`src/rtl/prime_check.sv`:
```
// prime_check
// Iterative trial-division primality tester.
// It drives the shared divmod divider through a go/ready handshake.
// It accepts one candidate n per request.
// It divides n by d = 2, 3, ... until one of these happens:
//   - the remainder is zero (composite);
//   - the quotient drops below the divisor (prime);
//   - the divider reports an error.
//
// Optional feature: define PRIME_CHECK_ODD_STEP_EN to step the divisor
// 2, 3, 5, 7, ... instead of 2, 3, 4, 5, ...
//
// Ports:
//   clk, rst     clock, synchronous active-high reset
//   go, n        start request (sampled while ready) and candidate
//   ready        idle / result valid
//   is_prime     result, valid when ready and not error
//   error        divider flagged an error during the last test
//   trials       divisions issued for the last/current test, saturating
//   div_go       one-cycle start pulse to the divider
//   div_a/div_b  dividend (captured n) / divisor d
//   div_ready    divider idle / result valid
//   div_error    divider error flag
//   div_q/div_r  divider quotient / remainder
module prime_check #(
    parameter int WIDTH_LOG = 4
) (
    input  logic                       clk,
    input  logic                       rst,
    input  logic                       go,
    input  logic [(1<<WIDTH_LOG)-1:0]  n,
    output logic                       ready,
    output logic                       is_prime,
    output logic                       error,
    output logic [7:0]                 trials,
    output logic                       div_go,
    output logic [(1<<WIDTH_LOG)-1:0]  div_a,
    output logic [(1<<WIDTH_LOG)-1:0]  div_b,
    input  logic                       div_ready,
    input  logic                       div_error,
    input  logic [(1<<WIDTH_LOG)-1:0]  div_q,
    input  logic [(1<<WIDTH_LOG)-1:0]  div_r
);

    localparam int WIDTH = 1 << WIDTH_LOG;

    typedef enum logic [1:0] {
        S_IDLE,
        S_ISSUE,
        S_WAIT,
        S_ERROR
    } state_t;

    state_t             r_state, w_state;
    logic [WIDTH-1:0]   r_n, w_n;
    logic [WIDTH-1:0]   r_d, w_d;
    logic               r_ready, w_ready;
    logic               r_is_prime, w_is_prime;
    logic               r_error, w_error;
    logic [7:0]         r_trials, w_trials;
    logic               r_div_go, w_div_go;
    logic [WIDTH-1:0]   r_div_a, w_div_a;
    logic [WIDTH-1:0]   r_div_b, w_div_b;

    logic [WIDTH-1:0]   w_d_step;
    logic [7:0]         w_trials_inc;

    // Next trial divisor.
    // The odd-step build skips even divisors after 2.
    // Every composite has a smallest factor that is 2 or odd, so the
    // result is the same; only the number of trials differs.
`ifdef PRIME_CHECK_ODD_STEP_EN
    assign w_d_step = (r_d == WIDTH'(2)) ? WIDTH'(3) : r_d + WIDTH'(2);
`else
    assign w_d_step = r_d + WIDTH'(1);
`endif

    // The trial counter saturates instead of wrapping.
    assign w_trials_inc = (r_trials == 8'hFF) ? r_trials : r_trials + 8'd1;

    // State and registered outputs.
    // The reset is synchronous and returns everything to idle.
    // This clears div_go, so no pulse is left outstanding.
    always_ff @(posedge clk) begin
        if (rst) begin
            r_state    <= S_IDLE;
            r_n        <= '0;
            r_d        <= '0;
            r_ready    <= 1'b1;
            r_is_prime <= 1'b0;
            r_error    <= 1'b0;
            r_trials   <= 8'd0;
            r_div_go   <= 1'b0;
            r_div_a    <= '0;
            r_div_b    <= '0;
        end else begin
            r_state    <= w_state;
            r_n        <= w_n;
            r_d        <= w_d;
            r_ready    <= w_ready;
            r_is_prime <= w_is_prime;
            r_error    <= w_error;
            r_trials   <= w_trials;
            r_div_go   <= w_div_go;
            r_div_a    <= w_div_a;
            r_div_b    <= w_div_b;
        end
    end

    // Next-state and next-output logic.
    // The divider request (div_go, operands, trial count) is loaded on
    // every transition into ISSUE. As a result, div_go is high exactly
    // while the FSM sits in ISSUE.
    // This also puts the first pulse in the cycle right after the
    // accepted go.
    always_comb begin
        w_state    = r_state;
        w_n        = r_n;
        w_d        = r_d;
        w_ready    = r_ready;
        w_is_prime = r_is_prime;
        w_error    = r_error;
        w_trials   = r_trials;
        w_div_go   = 1'b0;
        w_div_a    = r_div_a;
        w_div_b    = r_div_b;

        case (r_state)
            S_IDLE, S_ERROR: begin
                if (go) begin
                    w_n      = n;
                    w_error  = 1'b0;
                    w_trials = 8'd0;
                    if (n < WIDTH'(2)) begin
                        w_is_prime = 1'b0;
                        w_state    = S_IDLE;
                    end else if (n < WIDTH'(4)) begin
                        w_is_prime = 1'b1;
                        w_state    = S_IDLE;
                    end else begin
                        w_d        = WIDTH'(2);
                        w_is_prime = 1'b0;
                        w_ready    = 1'b0;
                        w_state    = S_ISSUE;
                        w_div_go   = 1'b1;
                        w_div_a    = n;
                        w_div_b    = WIDTH'(2);
                        w_trials   = 8'd1;
                    end
                end
            end

            S_ISSUE: begin
                w_state = S_WAIT;
            end

            // The divider drops its ready on the edge that takes div_go.
            // Therefore the first WAIT cycle never sees a stale result.
            S_WAIT: begin
                if (div_ready) begin
                    if (div_error) begin
                        w_state    = S_ERROR;
                        w_ready    = 1'b1;
                        w_error    = 1'b1;
                        w_is_prime = 1'b0;
                    end else if (div_r == '0) begin
                        w_state    = S_IDLE;
                        w_ready    = 1'b1;
                        w_is_prime = 1'b0;
                    end else if (div_q < r_d) begin
                        // q < d means d*d > n, so no smaller factor exists.
                        w_state    = S_IDLE;
                        w_ready    = 1'b1;
                        w_is_prime = 1'b1;
                    end else begin
                        w_d      = w_d_step;
                        w_state  = S_ISSUE;
                        w_div_go = 1'b1;
                        w_div_a  = r_n;
                        w_div_b  = w_d_step;
                        w_trials = w_trials_inc;
                    end
                end
            end

            default: begin
                w_state = S_IDLE;
            end
        endcase
    end

    assign ready    = r_ready;
    assign is_prime = r_is_prime;
    assign error    = r_error;
    assign trials   = r_trials;
    assign div_go   = r_div_go;
    assign div_a    = r_div_a;
    assign div_b    = r_div_b;

endmodule

```
`config.mk`:
```
export PLATFORM = sky130hd
export DESIGN_NAME = prime_check
export DESIGN_NICKNAME = d
export VERILOG_FILES = /design/src/rtl/prime_check.sv
export SDC_FILE = /design/constraint.sdc
export NUM_CORES = 1
export LEC_CHECK = 0
export ABC_CLOCK_PERIOD_IN_PS = 6680
export BUFFER_PORTS_ARGS = -buffer_cell sky130_fd_sc_hd__clkbuf_2
export CELL_PAD_IN_SITES_DETAIL_PLACEMENT = 0
export CELL_PAD_IN_SITES_GLOBAL_PLACEMENT = 1
export CORE_MARGIN = 8
export CORE_UTILIZATION = 42
export DETAILED_ROUTE_END_ITERATION = 8
export PLACE_DENSITY = 0.87
export SLEW_MARGIN = 20
export SYNTH_ARGS = -nofsm -noshare
export SYNTH_HDL_FRONTEND = slang
export SYNTH_SLANG_ARGS = --single-unit
```
`constraint.sdc`:
```
create_clock -name clk -period 6.68 [get_ports clk]
set_input_delay 0.334 -clock clk [delete_from_list [all_inputs] [get_ports clk]]
set_output_delay 0.334 -clock clk [all_outputs]
set_load 0.01 [all_outputs]
```
==> results of run 1 <==
==> critical path, cell delays in order (launching register included) <==
cell       delay (ns)
dfxtp_1          0.35
inv_1            0.10
ha_1             0.31
and4_4           0.23
nand2_2          0.08
a2111oi_4        0.35
o31ai_4          0.08
buf_4            0.25
a21oi_4          0.84
nor2_1           0.15
a211oi_2         0.24
==> power breakdown <==
part	total (mW)	switching, mW	internal (mW)
registers	0.472	0.0403	0.432
logic	0.422	0.268	0.154
clock network	0.379	0.164	0.215
total	1.27	0.472	0.802
==> area by class of cell <==
| type | count | area, sq um | area share (%) |
|---|---|---|---|
| Tap cell | 105 | 131 | 3.10 |
| Sequential cell | 62 | 1240 | 29.3 |
| Clock buffer | 9 | 124 | 2.92 |
| Timing Repair Buffer | 100 | 510 | 12.0 |
| Inverter | 24 | 90.1 | 2.12 |
| Multi-Input combinational cell | 288 | 2040 | 48.2 |
| Clock inverter | 7 | 103 | 2.42 |
==> flip-flops by register name, summed over array words and instances (netlist names) <==
name      count
is_prime      1
div_go        1
trials        8
r_state       2
div_a        16
div_b        16
ready         1
error         1
r_n          16
==> layout by cell type, fill, tap and decap left out, drive strengths merged, types with 2 or more instances in the layout <==
master / n
nand3b: 3
nand3: 16
bufinv: 2
buf: 4
nand2: 47
clkbuf: 105
inv: 28
a31oi: 4
a2111oi: 8
o31ai: 3
a211oi: 22
nor3: 6
nor2: 40
nand2b: 2
xnor2: 11
o31a: 2
nand4: 6
dfxtp: 62
nor4: 8
and4: 2
a2bb2oi: 2
a21oi: 39
mux2i: 17
o21ai: 7
or3: 5
a21o: 5
ha: 20
==> metal layers <==
metal	share of wire (%)	up-vias
li1	-	1611
met1	45	1475
met2	49	69
met3	5.6	5
met4	0.85	0
met5	0	-
==> cells by family (layout without fill, tap and decap cells) <==
family	after synthesis	count (layout)	synth area share (%)
mux	17	17	4.90
flops	62	62	35.7
buf+inv	43	140	5.51
xor+xnor	11	11	2.77
simple gates	139	139	18.4
compound gates	101	101	25.4
fa+ha+maj	20	20	7.20
==> how the worst max path moves through the flow <==
| stage | start | endpoint | slack [ns] | cells after the start |
|---|---|---|---|---|
| after floorplan | div_b[10]$_SDFFE_PP0P_ | div_b[5]$_SDFFE_PP0P_ | 4.24 | 9 |
| after global placement | div_q[15] | div_b[2]$_SDFFE_PP0P_ | 3.70 | 10 |
| after detailed placement | div_b[10]$_SDFFE_PP0P_ | div_a[7]$_SDFFE_PP0P_ | 3.60 | 10 |
| after CTS | div_b[10]$_SDFFE_PP0P_ | div_a[7]$_SDFFE_PP0P_ | 3.59 | 10 |
| after global routing | div_b[10]$_SDFFE_PP0P_ | div_a[7]$_SDFFE_PP0P_ | 3.32 | 10 |
| final | div_b[13]$_SDFFE_PP0P_ | div_a[7]$_SDFFE_PP0P_ | 3.61 | 10 |
==> stage by stage <==
step	total power [mW]	hold WS [ns]
after floorplan	0.782	0.436
final	1.27	0.223
after global routing	1.36	0.212
after CTS	1.29	0.208
after detailed placement	0.906	0.447
after global placement	0.895	0.441
==> run metrics, run 1 <==
WP data required=6.93 ns; DRC=0; clock sinks=62; Core ar.=8130 sq um; Hold Crit Class=in -> reg; slew of the pin with the lowest slew margin=1.02 ns; Max Cap Viol=0; CTS root buf=clkbuf_8; Tmin final=3.07 ns; Max-Slew Margin vs Limit=31.6%; vias in the first global route=3174; final worst slack=3.61 ns; Commonest cells post-synth=dfxtp_1, nand2_1, nor2_1; fin crit share=46.0%; Hold Startpoint=n[0]; initial DRC count=164; Synth area leaders=dfxtp_1, ha_1, a21oi_1, a211oi_2, nand2_1; top cell type's share of synthesized area=35.7%; CP Launch Type=register; Final Hold Violating Endpoints=0; CTS Hold Buffers Added=0; most frequent cell after synthesis=dfxtp_1; grt ovf=0; Netlist Area Pre-Place=3470 sq um; Clk pin slew, worst setup/hold paths=0.08 ns; CTS tree=built; TritonCTS Buffers=9; crit-path max FO=37; met3 Resource Use GR=4.26%; die area=11400 sq um; Worst-Skew Late Latency=0.34 ns; biggest area consumer among synthesized cells=dfxtp_1; final setup fails=0; global route hottest layer=met2; diode count=0; fin area=4240 sq um; status=complete, no violations; Reg2Reg Depth=10; Die Wd=107 microns; max-slew violation count=0; Seq/Total Area, Yosys=35.7%; largest net degree at the start of global routing=45; WL/cell=15.1 microns; count of mapped cells out of synthesis=393; critical path endpoint category=register; slack of the worst reg-to-reg path=3.61 ns; routability cong.=0.818; initial antenna violation count=0; I/O pins=97; Fill cells=780; Syn Nets=466; leakage=1.61 nW; fin cells=595; first-pass GRT wire length=15300 microns; Detail Route Antenna Nets=0; die span in y=107 microns; Worst Hold End=r_n[0]$_SDFFE_PP0P_; DP HPWL=6830 microns; Post-DP Area=4020 sq um; CTS Buffer Depth=2; Post-synth EDFFs=0; Setup Skew=0.00838 ns; Starting Density=42.7%; Placed Cells=579; Reg2Reg Launch Point=div_b[13]$_SDFFE_PP0P_; flops & latches, synth=62; DP Worst Slack=3.60 ns; worst hold path depth=3; CP Class=reg -> reg; post-synth cell types=52; Pwr per Cell Area=300 nW/um^2; routing usage on met2=27.4%; vias=3160; FFs w/ async S/R, synth=0%; maximum achievable frequency=325 MHz; mean number of vias per cell=5.31; GR Layer Usage met1=19.2%; setup_tns=0 ns; Worst Path Arrival=3.33 ns; share of layout cells above drive strength 1=30.2%; H-tree depth=3; Final Util=52.2%; commonest register cell after synthesis=dfxtp_1; fin nets=558; RSZ-0062 raised after global routing=no; peak supply drop=0.124 mV; worst reg2reg endpoint=div_a[7]$_SDFFE_PP0P_; FP Rows=33; GRT Total Usage=16.2%; Syn Area/Cell=8.84 sq um; Post-CTS Setup Bufs=0; PostCTS Resize Cnt=0; synth warn=0; Detailed Route WL=8990 microns; Port Buffers=96; Pre-antenna DRT Iters=4; Area Overhead vs Synth=22.2%
No activity file was read; power rests on OpenSTA's default activity.
==> inputs of run 2 (changes only) <==
Settings changed: ABC_AREA from default to 1, ABC_CLOCK_PERIOD_IN_PS 6680 to 2490, CORE_UTILIZATION 42 to 33, PLACE_DENSITY 0.87 to 0.77.
Clock period 6.68 ns to 2.49 ns, I/O delays scaled along.
==> run 2 against run 1 <==
  * Combinational power rose to 2.7 times the previous value
  * Largest cell class unchanged
  * Non-clock buffer count rose by 20
  * Critical path type unchanged
  * Highest routed layer unchanged
  * Cell count rose by 34%
==> run metrics, run 2 <==
CP Launch Type=register; Detail Route Antenna Nets=0; critical path endpoint category=register; Starting Density=33.9%; Reg2Reg Launch Point=div_b[15]$_SDFFE_PP0P_; slowest stage delay, CP=0.42 ns; Detailed Route WL=11300 microns; most frequent cells in the layout=nand2_1, clkbuf_2, dfxtp_1; diode count=0; DP Worst Slack=-0.0604 ns; share of layout cells above drive strength 1=25.5%; fin cells=796; leakage=2.04 nW; FFs w/ async S/R, synth=0%; Final Hold Violating Endpoints=0; routability cong.=0.847; Synth area leaders=dfxtp_1, nand2_1, a21oi_1, ha_1, inv_1; flops & latches, synth=62; Syn Nets=618; Placed Cells=776; slew of the pin with the lowest slew margin=0.626 ns; Commonest cells post-synth=nand2_1, dfxtp_1, a21oi_1; fin crit share=89.7%; I/O pins=97; worst reg2reg endpoint=trials[1]$_SDFFE_PP0P_; Worst-Skew Late Latency=0.33 ns; Tmin final=2.23 ns; Hold Startpoint=n[0]; H-tree depth=3; critical path's slowest cell=dfxtp_1; largest net degree at the start of global routing=44; combinational power share=35.9%; die area=14800 sq um; CTS tree=built; Switch Pwr=1.19 mW; Netlist Area Pre-Place=3690 sq um; Sw Ratio=38.4%; FP Rows=38; Reg2Reg Depth=13; mean number of vias per cell=4.91; Pwr per Cell Area=674 nW/um^2; Pre-antenna DRT Iters=4; die span in y=122 microns; count of mapped cells out of synthesis=545; Max Cap Viol=0; final setup fails=0; status=complete, no violations; fin nets=725; Clk pin slew, worst setup/hold paths=0.07 ns; CTS root buf=clkbuf_8; Seq/Total Area, Yosys=33.6%; Hold Crit Class=in -> reg; vias in the first global route=3919; commonest register cell after synthesis=dfxtp_1; vias=3911; Die Wd=122 microns; Syn Area/Cell=6.77 sq um; CP cell instances=inv_1 -> ha_1 -> nand2_1 -> inv_1 -> nand3_1 -> nor3_1 -> nand2_1 -> nand2_2 -> nand2_2 -> nand2_4 -> nand3_1 -> nand2_1 -> nor2_1; final worst slack=0.256 ns; top cell type's share of synthesized area=33.6%; crit path buf inv count=2; Post-synth EDFFs=0; WP data required=2.69 ns; Core ar.=10900 sq um; crit-path max FO=10; CTS Buffer Depth=2; Crit path top cell by count=nand2_1; Final Util=42.3%; Area Overhead vs Synth=24.9%; DRC=0; clock sinks=62; Worst Hold End=r_n[0]$_SDFFE_PP0P_; Seq pwr share=39.7%; synth warn=0; post-synth cell types=25; biggest area consumer among synthesized cells=dfxtp_1; worst hold path depth=3; first-pass GRT wire length=18500 microns; most common cell after layout, fill and taps aside=nand2_1; maximum achievable frequency=448 MHz; most frequent cell after synthesis=nand2_1; slack of the worst reg-to-reg path=0.26 ns; Setup Skew=0.00946 ns; initial antenna violation count=0; GRT Total Usage=15.3%; grt ovf=0; max-slew violation count=0; Cell Int Power=1.91 mW; DP HPWL=8250 microns; clock power share=24.3%; WL/cell=14.2 microns; Port Buffers=96; Total Power=3.11 mW; CP Class=reg -> reg; Top delay family on crit path=simple AND/OR/NAND/NOR gates; RSZ-0062 raised after global routing=no; peak supply drop=0.418 mV; Max-Slew Margin vs Limit=58.2%; Worst Path Arrival=2.44 ns; TritonCTS Buffers=9; initial DRC count=170
[run 2: cell count changes after synthesis, moves of 18 or more]
cell     previous run  this run
nand3_1            16        41
a21oi_1            38        56
inv_1              24        55
o21ai_0             5        38
nand4_1             6        27
nand2_1            46       113
[run 2: cell families after synthesis]
logic type	count (synthesis)	synth area share, %
simple gates	260	31.5
buf+inv	85	9.86
xor+xnor	10	2.37
flops	62	33.6
compound gates	108	15.9
fa+ha+maj	20	6.78
[run 2: final cells by class]
type                    instances  area [sq um]
flip-flops and latches         62          1240
well taps                     140           175
inverters                      59           221
clock inverters                 4          23.8
repair buffers                120           661
fillers                      1122          6280
clock buffers                  11           141
multi-input cells             400          2150
[run 2: worst max-delay path by stage]
stage / start / end / cells past startpoint
finish: div_b[15]$_SDFFE_PP0P_ / trials[1]$_SDFFE_PP0P_ / 13
floorplan: div_b[5]$_SDFFE_PP0P_ / div_b[9]$_SDFFE_PP0P_ / 12
global route: r_state[0]$_SDFFE_PP0P_ / div_b[5]$_SDFFE_PP0P_ / 7
detailed placement: div_b[15]$_SDFFE_PP0P_ / div_a[14]$_SDFFE_PP0P_ / 11
global placement: div_b[15]$_SDFFE_PP0P_ / div_a[13]$_SDFFE_PP0P_ / 11
CTS: div_b[15]$_SDFFE_PP0P_ / trials[1]$_SDFFE_PP0P_ / 12
[run 2: power by group through the flow]
stage | Sequential, mW | Clock (mW) | Combinational, mW
2_1_floorplan | 1.28 | 0 | 0.720
3_3_place_gp | 1.26 | 0 | 1.03
3_5_place_dp | 1.26 | 0 | 1.04
4_1_cts | 1.24 | 0.782 | 1.11
5_1_grt | 1.25 | 0.832 | 1.25
6_report | 1.23 | 0.756 | 1.12
[run 2: through the flow]
stage | TNS, ns | cell area (sq um) | hold WS [ns]
4_1_cts | 0 | 4570 | 0.0164
6_report | 0 | 4610 | 0.0314
3_3_place_gp | -0.151 | 4360 | 0.374
5_1_grt | 0 | 4610 | 0.0367
2_1_floorplan | 0 | 3690 | 0.268
3_5_place_dp | -1.40 | 4360 | 0.377
[run 2: repair_timing]
| item | CTS | global route |
|---|---|---|
| pin swaps | 1 | 1 |
| hold buffers | 0 | 0 |
| buffers inserted | 3 | 0 |
| setup endpoints to repair | 32 | 40 |
| resized for setup | 2 | 7 |
| hold endpoints to repair | 0 | 0 |
| cloned | 1 | 1 |
[run 2: worst reg2reg max path, stage by stage (launching register included)]
cell,delay (ns)
dfxtp_1,0.42
inv_1,0.11
ha_1,0.31
nand2_1,0.07
inv_1,0.05
nand3_1,0.09
nor3_1,0.20
nand2_1,0.18
nand2_2,0.15
nand2_2,0.12
nand2_4,0.18
nand3_1,0.12
nand2_1,0.08
nor2_1,0.04
[run 2: per-layer routing]
| metal | global-route usage, % | routed length, microns | up-vias |
|---|---|---|---|
| li1 | - | - | 2030 |
| met5 | 0 | 0 | - |
| met2 | 25.9 | 5320 | 107 |
| met3 | 2.92 | 656 | 14 |
| met4 | 5.47 | 178 | 0 |
| met1 | 18.8 | 5160 | 1760 |
